===== src/rtl/peripheral_mpi_ahb_pkg.sv =====
// Shared AHB-Lite encodings and the bridge FSM state type for the MPI buffer front-end.
package peripheral_mpi_ahb_pkg;

    localparam logic [1:0] HTRANS_IDLE   = 2'b00;
    localparam logic [1:0] HTRANS_BUSY   = 2'b01;
    localparam logic [1:0] HTRANS_NONSEQ = 2'b10;
    localparam logic [1:0] HTRANS_SEQ    = 2'b11;

    localparam logic [2:0] HSIZE_BYTE  = 3'b000;
    localparam logic [2:0] HSIZE_HWORD = 3'b001;
    localparam logic [2:0] HSIZE_WORD  = 3'b010;
    localparam logic [2:0] HSIZE_DWORD = 3'b011;

    localparam logic HRESP_OKAY  = 1'b0;
    localparam logic HRESP_ERROR = 1'b1;

    typedef logic [2:0] state_t;

    localparam state_t ST_IDLE   = 3'd0;
    localparam state_t ST_WCAP   = 3'd1;
    localparam state_t ST_ACCESS = 3'd2;
    localparam state_t ST_RESP   = 3'd3;
    localparam state_t ST_ERR1   = 3'd4;
    localparam state_t ST_ERR2   = 3'd5;

endpackage


===== src/rtl/peripheral_mpi_ahb_bridge.sv =====
// AHB-Lite slave that turns pipelined AHB transfers into single-phase bus_en/bus_ack/bus_err
// requests toward the MPI buffer, with wait states, two-cycle ERROR and a bounded timeout.
module peripheral_mpi_ahb_bridge
    import peripheral_mpi_ahb_pkg::*;
#(
    parameter int PLEN    = 32,
    parameter int XLEN    = 32,
    parameter int TIMEOUT = 16
) (
    input  logic            clk,
    input  logic            rst,
    input  logic            ahb_hsel_i,
    input  logic [PLEN-1:0] ahb_haddr_i,
    input  logic [XLEN-1:0] ahb_hwdata_i,
    input  logic            ahb_hwrite_i,
    input  logic [2:0]      ahb_hsize_i,
    input  logic [1:0]      ahb_htrans_i,
    input  logic            ahb_hready_i,
    output logic [XLEN-1:0] ahb_hrdata_o,
    output logic            ahb_hreadyout_o,
    output logic            ahb_hresp_o,
    output logic [PLEN-1:0] bus_addr,
    output logic            bus_we,
    output logic            bus_en,
    output logic [XLEN-1:0] bus_data_in,
    input  logic [XLEN-1:0] bus_data_out,
    input  logic            bus_ack,
    input  logic            bus_err
);

    localparam int         CW       = $clog2(TIMEOUT + 1);
    localparam logic [2:0] MAX_SIZE = 3'($clog2(XLEN / 8));
    localparam logic [CW-1:0] TO_LIM = CW'(TIMEOUT);

    state_t          state_q, state_d;
    logic [CW-1:0]   cnt_q, cnt_d;
    logic [PLEN-1:0] addr_q, addr_d;
    logic            write_q, write_d;
    logic [XLEN-1:0] hrdata_q, hrdata_d;
    logic [XLEN-1:0] wdata_q, wdata_d;

    logic accept;
    logic illegal;

    function automatic logic misaligned(input logic [2:0] lo, input logic [2:0] size);
        case (size)
            HSIZE_BYTE:  misaligned = 1'b0;
            HSIZE_HWORD: misaligned = lo[0];
            HSIZE_WORD:  misaligned = |lo[1:0];
            HSIZE_DWORD: misaligned = |lo[2:0];
            default:     misaligned = 1'b1;
        endcase
    endfunction

    // Only IDLE and RESP have an open address-phase slot; elsewhere the bus is stalled or cancelled.
    assign accept = ahb_hsel_i && ahb_hready_i
                 && (ahb_htrans_i == HTRANS_NONSEQ || ahb_htrans_i == HTRANS_SEQ)
                 && (state_q == ST_IDLE || state_q == ST_RESP);

    // No byte strobes on the generic bus, so only full-width writes can be forwarded.
    assign illegal = (ahb_hsize_i > MAX_SIZE)
                  || misaligned(ahb_haddr_i[2:0], ahb_hsize_i)
                  || (ahb_hwrite_i && ahb_hsize_i < MAX_SIZE);

    always_comb begin
        state_d  = state_q;
        cnt_d    = cnt_q;
        addr_d   = addr_q;
        write_d  = write_q;
        hrdata_d = hrdata_q;
        wdata_d  = wdata_q;

        case (state_q)
            ST_IDLE, ST_RESP: begin
                state_d = ST_IDLE;
                if (accept) begin
                    addr_d  = ahb_haddr_i;
                    write_d = ahb_hwrite_i;
                    if (illegal)
                        state_d = ST_ERR1;
                    else if (ahb_hwrite_i)
                        state_d = ST_WCAP;
                    else
                        state_d = ST_ACCESS;
                end
            end
            ST_WCAP: begin
                wdata_d = ahb_hwdata_i;
                state_d = ST_ACCESS;
            end
            ST_ACCESS: begin
                cnt_d = cnt_q + 1'b1;
                if (bus_err) begin
                    state_d = ST_ERR1;
                    cnt_d   = '0;
                end else if (bus_ack) begin
                    state_d = ST_RESP;
                    cnt_d   = '0;
                    if (!write_q)
                        hrdata_d = bus_data_out;
                end else if (cnt_q + 1'b1 == TO_LIM) begin
                    state_d = ST_ERR1;
                    cnt_d   = '0;
                end
            end
            ST_ERR1: state_d = ST_ERR2;
            ST_ERR2: state_d = ST_IDLE;
            default: state_d = ST_IDLE;
        endcase
    end

    always_ff @(posedge clk) begin
        if (!rst) begin
            state_q  <= ST_IDLE;
            cnt_q    <= '0;
            addr_q   <= '0;
            write_q  <= 1'b0;
            hrdata_q <= '0;
            wdata_q  <= '0;
        end else begin
            state_q  <= state_d;
            cnt_q    <= cnt_d;
            addr_q   <= addr_d;
            write_q  <= write_d;
            hrdata_q <= hrdata_d;
            wdata_q  <= wdata_d;
        end
    end

    assign bus_en          = (state_q == ST_ACCESS);
    assign bus_we          = bus_en && write_q;
    assign bus_addr        = addr_q;
    assign bus_data_in     = wdata_q;
    assign ahb_hrdata_o    = hrdata_q;
    assign ahb_hreadyout_o = !(state_q == ST_WCAP || state_q == ST_ACCESS || state_q == ST_ERR1);
    assign ahb_hresp_o     = (state_q == ST_ERR1 || state_q == ST_ERR2) ? HRESP_ERROR : HRESP_OKAY;

endmodule


===== config.mk =====
export PLATFORM = sky130hd
export DESIGN_NAME = peripheral_mpi_ahb_bridge
export DESIGN_NICKNAME = d
export VERILOG_FILES = /design/src/rtl/peripheral_mpi_ahb_pkg.sv /design/src/rtl/peripheral_mpi_ahb_bridge.sv
export SDC_FILE = /design/constraint.sdc
export NUM_CORES = 1
export LEC_CHECK = 0
export BUFFER_PORTS_ARGS = -buffer_cell sky130_fd_sc_hd__buf_2
export CORE_UTILIZATION = 45
export CTS_CLUSTER_DIAMETER = 200
export DETAILED_ROUTE_END_ITERATION = 8
export GPL_TIMING_DRIVEN = 0
export PLACE_DENSITY = 0.8
export SLEW_MARGIN = 20
export SYNTH_ARGS = -nofsm -noshare
export SYNTH_HDL_FRONTEND = slang
export SYNTH_SLANG_ARGS = --single-unit

===== constraint.sdc =====
create_clock -name clk -period 2.8 [get_ports clk]
set_clock_uncertainty 0.1 [all_clocks]
set_input_delay 0.28 -clock clk [delete_from_list [all_inputs] [get_ports clk]]
set_output_delay 0.28 -clock clk [all_outputs]
set_load 0.01 [all_outputs]

==> results_dict.tcl <==
set metrics [dict create \
    status "complete, no violations" \
    end_kind "flop" \
    worstSetupPathType "reg -> reg" \
    cts_root_buf "clkbuf_8" \
    crit_path_max_fanout 10 \
    power_switching_mw 0.7062 \
    core_area_um2 8299 \
    dieArea_um2 9054 \
    areaGrowthSynthToFinish_pct 35.15 \
    nNetsFinal 812 \
    grt_max_degree 19 \
    slew_viol_final 0 \
    synth_mux_area_frac 0 \
    rsz0062_at_grt "false" \
    synth_compound_area_frac 0.1820 \
    finalSetupViolations 0 \
    yosysWarnings 0 \
    synthTopCellsByArea "dfxtp_1, nand2_1, a21oi_1, a21boi_0, clkbuf_1" \
    gr-total-overflow 0 \
    fin_area_um2 5278 \
    arrival_ns 2.36 \
    cts_setup_buffers 0 \
    firstDrtPassIters 4 \
    critPathRequiredTime_ns 2.98 \
    ys_async_sr_fraction 0 \
    power_density_nw_per_um2 533.8 \
    post_cts_resized 0 \
    worst_slew_pin_slew_ns 0.7121 \
    via_per_inst 4.908 \
    grt_usage 0.2226 \
    diodes 0 \
    dieHeight_um 95.16 \
    synth-adder-area-share 0.003204 \
    wl_met1_um 4474 \
    dpl_cell_area_um2 5067 \
    seq_area_frac_synth 0.5383 \
    drive_gt1_frac 0.3249 \
    vias 3990 \
    routed.top_layer "met4" \
    cts-buffers-inserted 9 \
    wl_um 10500 \
    io_pins 208 \
    cts_tree "done" \
    ant_nets 0 \
    pwr-share-seq 0.552 \
    initial_utilization 0.4705 \
    tns_ns 0 \
    clk_pin_slew_ns 0.11 \
    startpoint_type "flop" \
    cts.hold.buffers_added 0 \
    synth_xor_area_frac 0.002243 \
    grt_pass1_wl_um 15870 \
    drv_cap 0 \
    drc 0 \
    power_frac_comb 0.101 \
    synth-simple-area-share 0.2377 \
    synth_top_area_frac 0.5383 \
    min_period_ns 2.188 \
    hold_violations 0 \
    num_rows 33 \
    synth_cells 486 \
    syn-cell-area_um2 3905 \
    wl_per_cell_um 12.92 \
    ir_worst_vdd_mv 0.3713 \
    syn_avg_cell_area_um2 8.035 \
    synth-edff-count 0 \
    synth_ff_type "dfxtp_1" \
    p_leak_nw 2.348 \
    holdPathStages 3 \
    wl_met3_um 748 \
    globalplace.congestion 0.7797 \
    whs_ns 0.04058 \
    post-route-period-util 0.7814 \
    slew_headroom 0.5243 \
    die-width_um 95.16 \
    synth_largest_area_cell "dfxtp_1" \
    synth_top_family_by_area "simple AND/OR/NAND/NOR gates" \
    placement.io_buffers 206 \
    place_hpwl_um 8021 \
    intPower_mw 2.111 \
    syn_nets 595 \
    insertion_delay_ns 0.35 \
    clock.fmax_mhz 457.1 \
    cts.path.max_buffers 2 \
    antenna_found_initial 0 \
    hp-class "in -> reg" \
    power_frac_clock 0.347 \
    drt_iter0_markers 112 \
    htreeDepth 3 \
    dr_wl_met2_um 5112 \
    switching_share 0.2507 \
    synth_cell_type_count 42 \
    worstRegToRegCells 6 \
    synth_seq_cells 105 \
    grt_pass1_vias 3648 \
    cts.sinks 105 \
]
## metrics by stage
stage	total power [mW]	utilization	setup WS [ns]	instances
final	2.817	0.6359	0.6121	813
after global routing	2.939	0.6359	0.4735	813
after CTS	2.845	0.6359	0.5960	813
after detailed placement	1.874	0.6106	0.6258	797
after global placement	1.865	0.6106	0.7077	797
after floorplan	1.720	-	0.7931	486
## power by group through the flow
stage,logic [mW],clock network (mW),registers [mW]
final,0.284,0.978,1.56
after detailed placement,0.285,0,1.59
after global routing,0.314,1.06,1.56
after floorplan,0.115,0,1.60
after global placement,0.278,0,1.59
after CTS,0.286,1.00,1.56
## critical path: stages (launching register included)
cell,delay (ns)
dfxtp_1,0.46
or3b_1,0.39
buf_6,0.15
nor3_1,0.47
buf_2,0.32
nand2_1,0.08
a21boi_0,0.15
## final cells by class
| cell class | instances | area [µm²] |
|---|---|---|
| inverter | 2 | 7.507 |
| buffer | 33 | 135.1 |
| sequential | 105 | 2102 |
| clock inverter | 6 | 72.57 |
| timing repair buffer | 206 | 1031 |
| multi-input combinational | 346 | 1660 |
| fill | 727 | 3022 |
| tap | 105 | 131.4 |
| clock buffer | 10 | 137.6 |
## layout by cell type (no fill, tap or decap), drive strengths merged, types with 3 or more instances in the layout
cell type / netlist / final
nor3: 3 / 3
nor3b: 3 / 3
clkbuf: 29 / 39
inv: 2 / 5
a21oi: 75 / 75
nand2: 196 / 196
a21boi: 29 / 29
dfxtp: 105 / 105
o21ai: 6 / 6
buf: 4 / 210
## logic make-up (layout without fill, tap and decap cells)
| family | after synthesis | after routing |
|---|---|---|
| flip-flops | 105 | 105 |
| buffers and inverters | 35 | 257 |
| AO/OA/AOI/OAI | 121 | 121 |
| adder cells (fa/ha/maj) | 1 | 1 |
| XOR/XNOR | 1 | 1 |
| AND/OR/NAND/NOR | 223 | 223 |
## cell usage after synthesis (2+ instances only)
| cell type | count |
|---|---|
| a21boi_0 | 29 |
| nand3_1 | 2 |
| nor3b_1 | 3 |
| inv_1 | 2 |
| buf_2 | 3 |
| clkbuf_1 | 29 |
| o21ai_0 | 6 |
| nor2b_1 | 2 |
| a21oi_1 | 75 |
| nand2_1 | 196 |
| nor2_1 | 2 |
| dfxtp_1 | 105 |
| nor3_1 | 3 |
## state kept, by name, indices dropped and copies added, names as in the netlist
name	flops
bus_addr	32
cnt_q	5
bus_data_in	32
ahb_hrdata_o	32
state_q	3
write_q	1
## routing by layer
| layer | vias up | global-route usage |
|---|---|---|
| met5 | - | 0 |
| met4 | 0 | 0.08460 |
| met3 | 16 | 0.05423 |
| met2 | 143 | 0.4006 |
| met1 | 1801 | 0.2519 |
| li1 | 2030 | - |
## worst paths after layout
check / from / endpoint / slack (ns)
max: state_q[1] / ahb_hrdata_o[25] / 0.61
max reg2reg: state_q[1] / ahb_hrdata_o[25] / 0.61
min: ahb_hwdata_i[28] / bus_data_in[28] / 0.04
min reg2reg: bus_data_in[28] / bus_data_in[28] / 0.36
(Power assumes the default switching activity.)
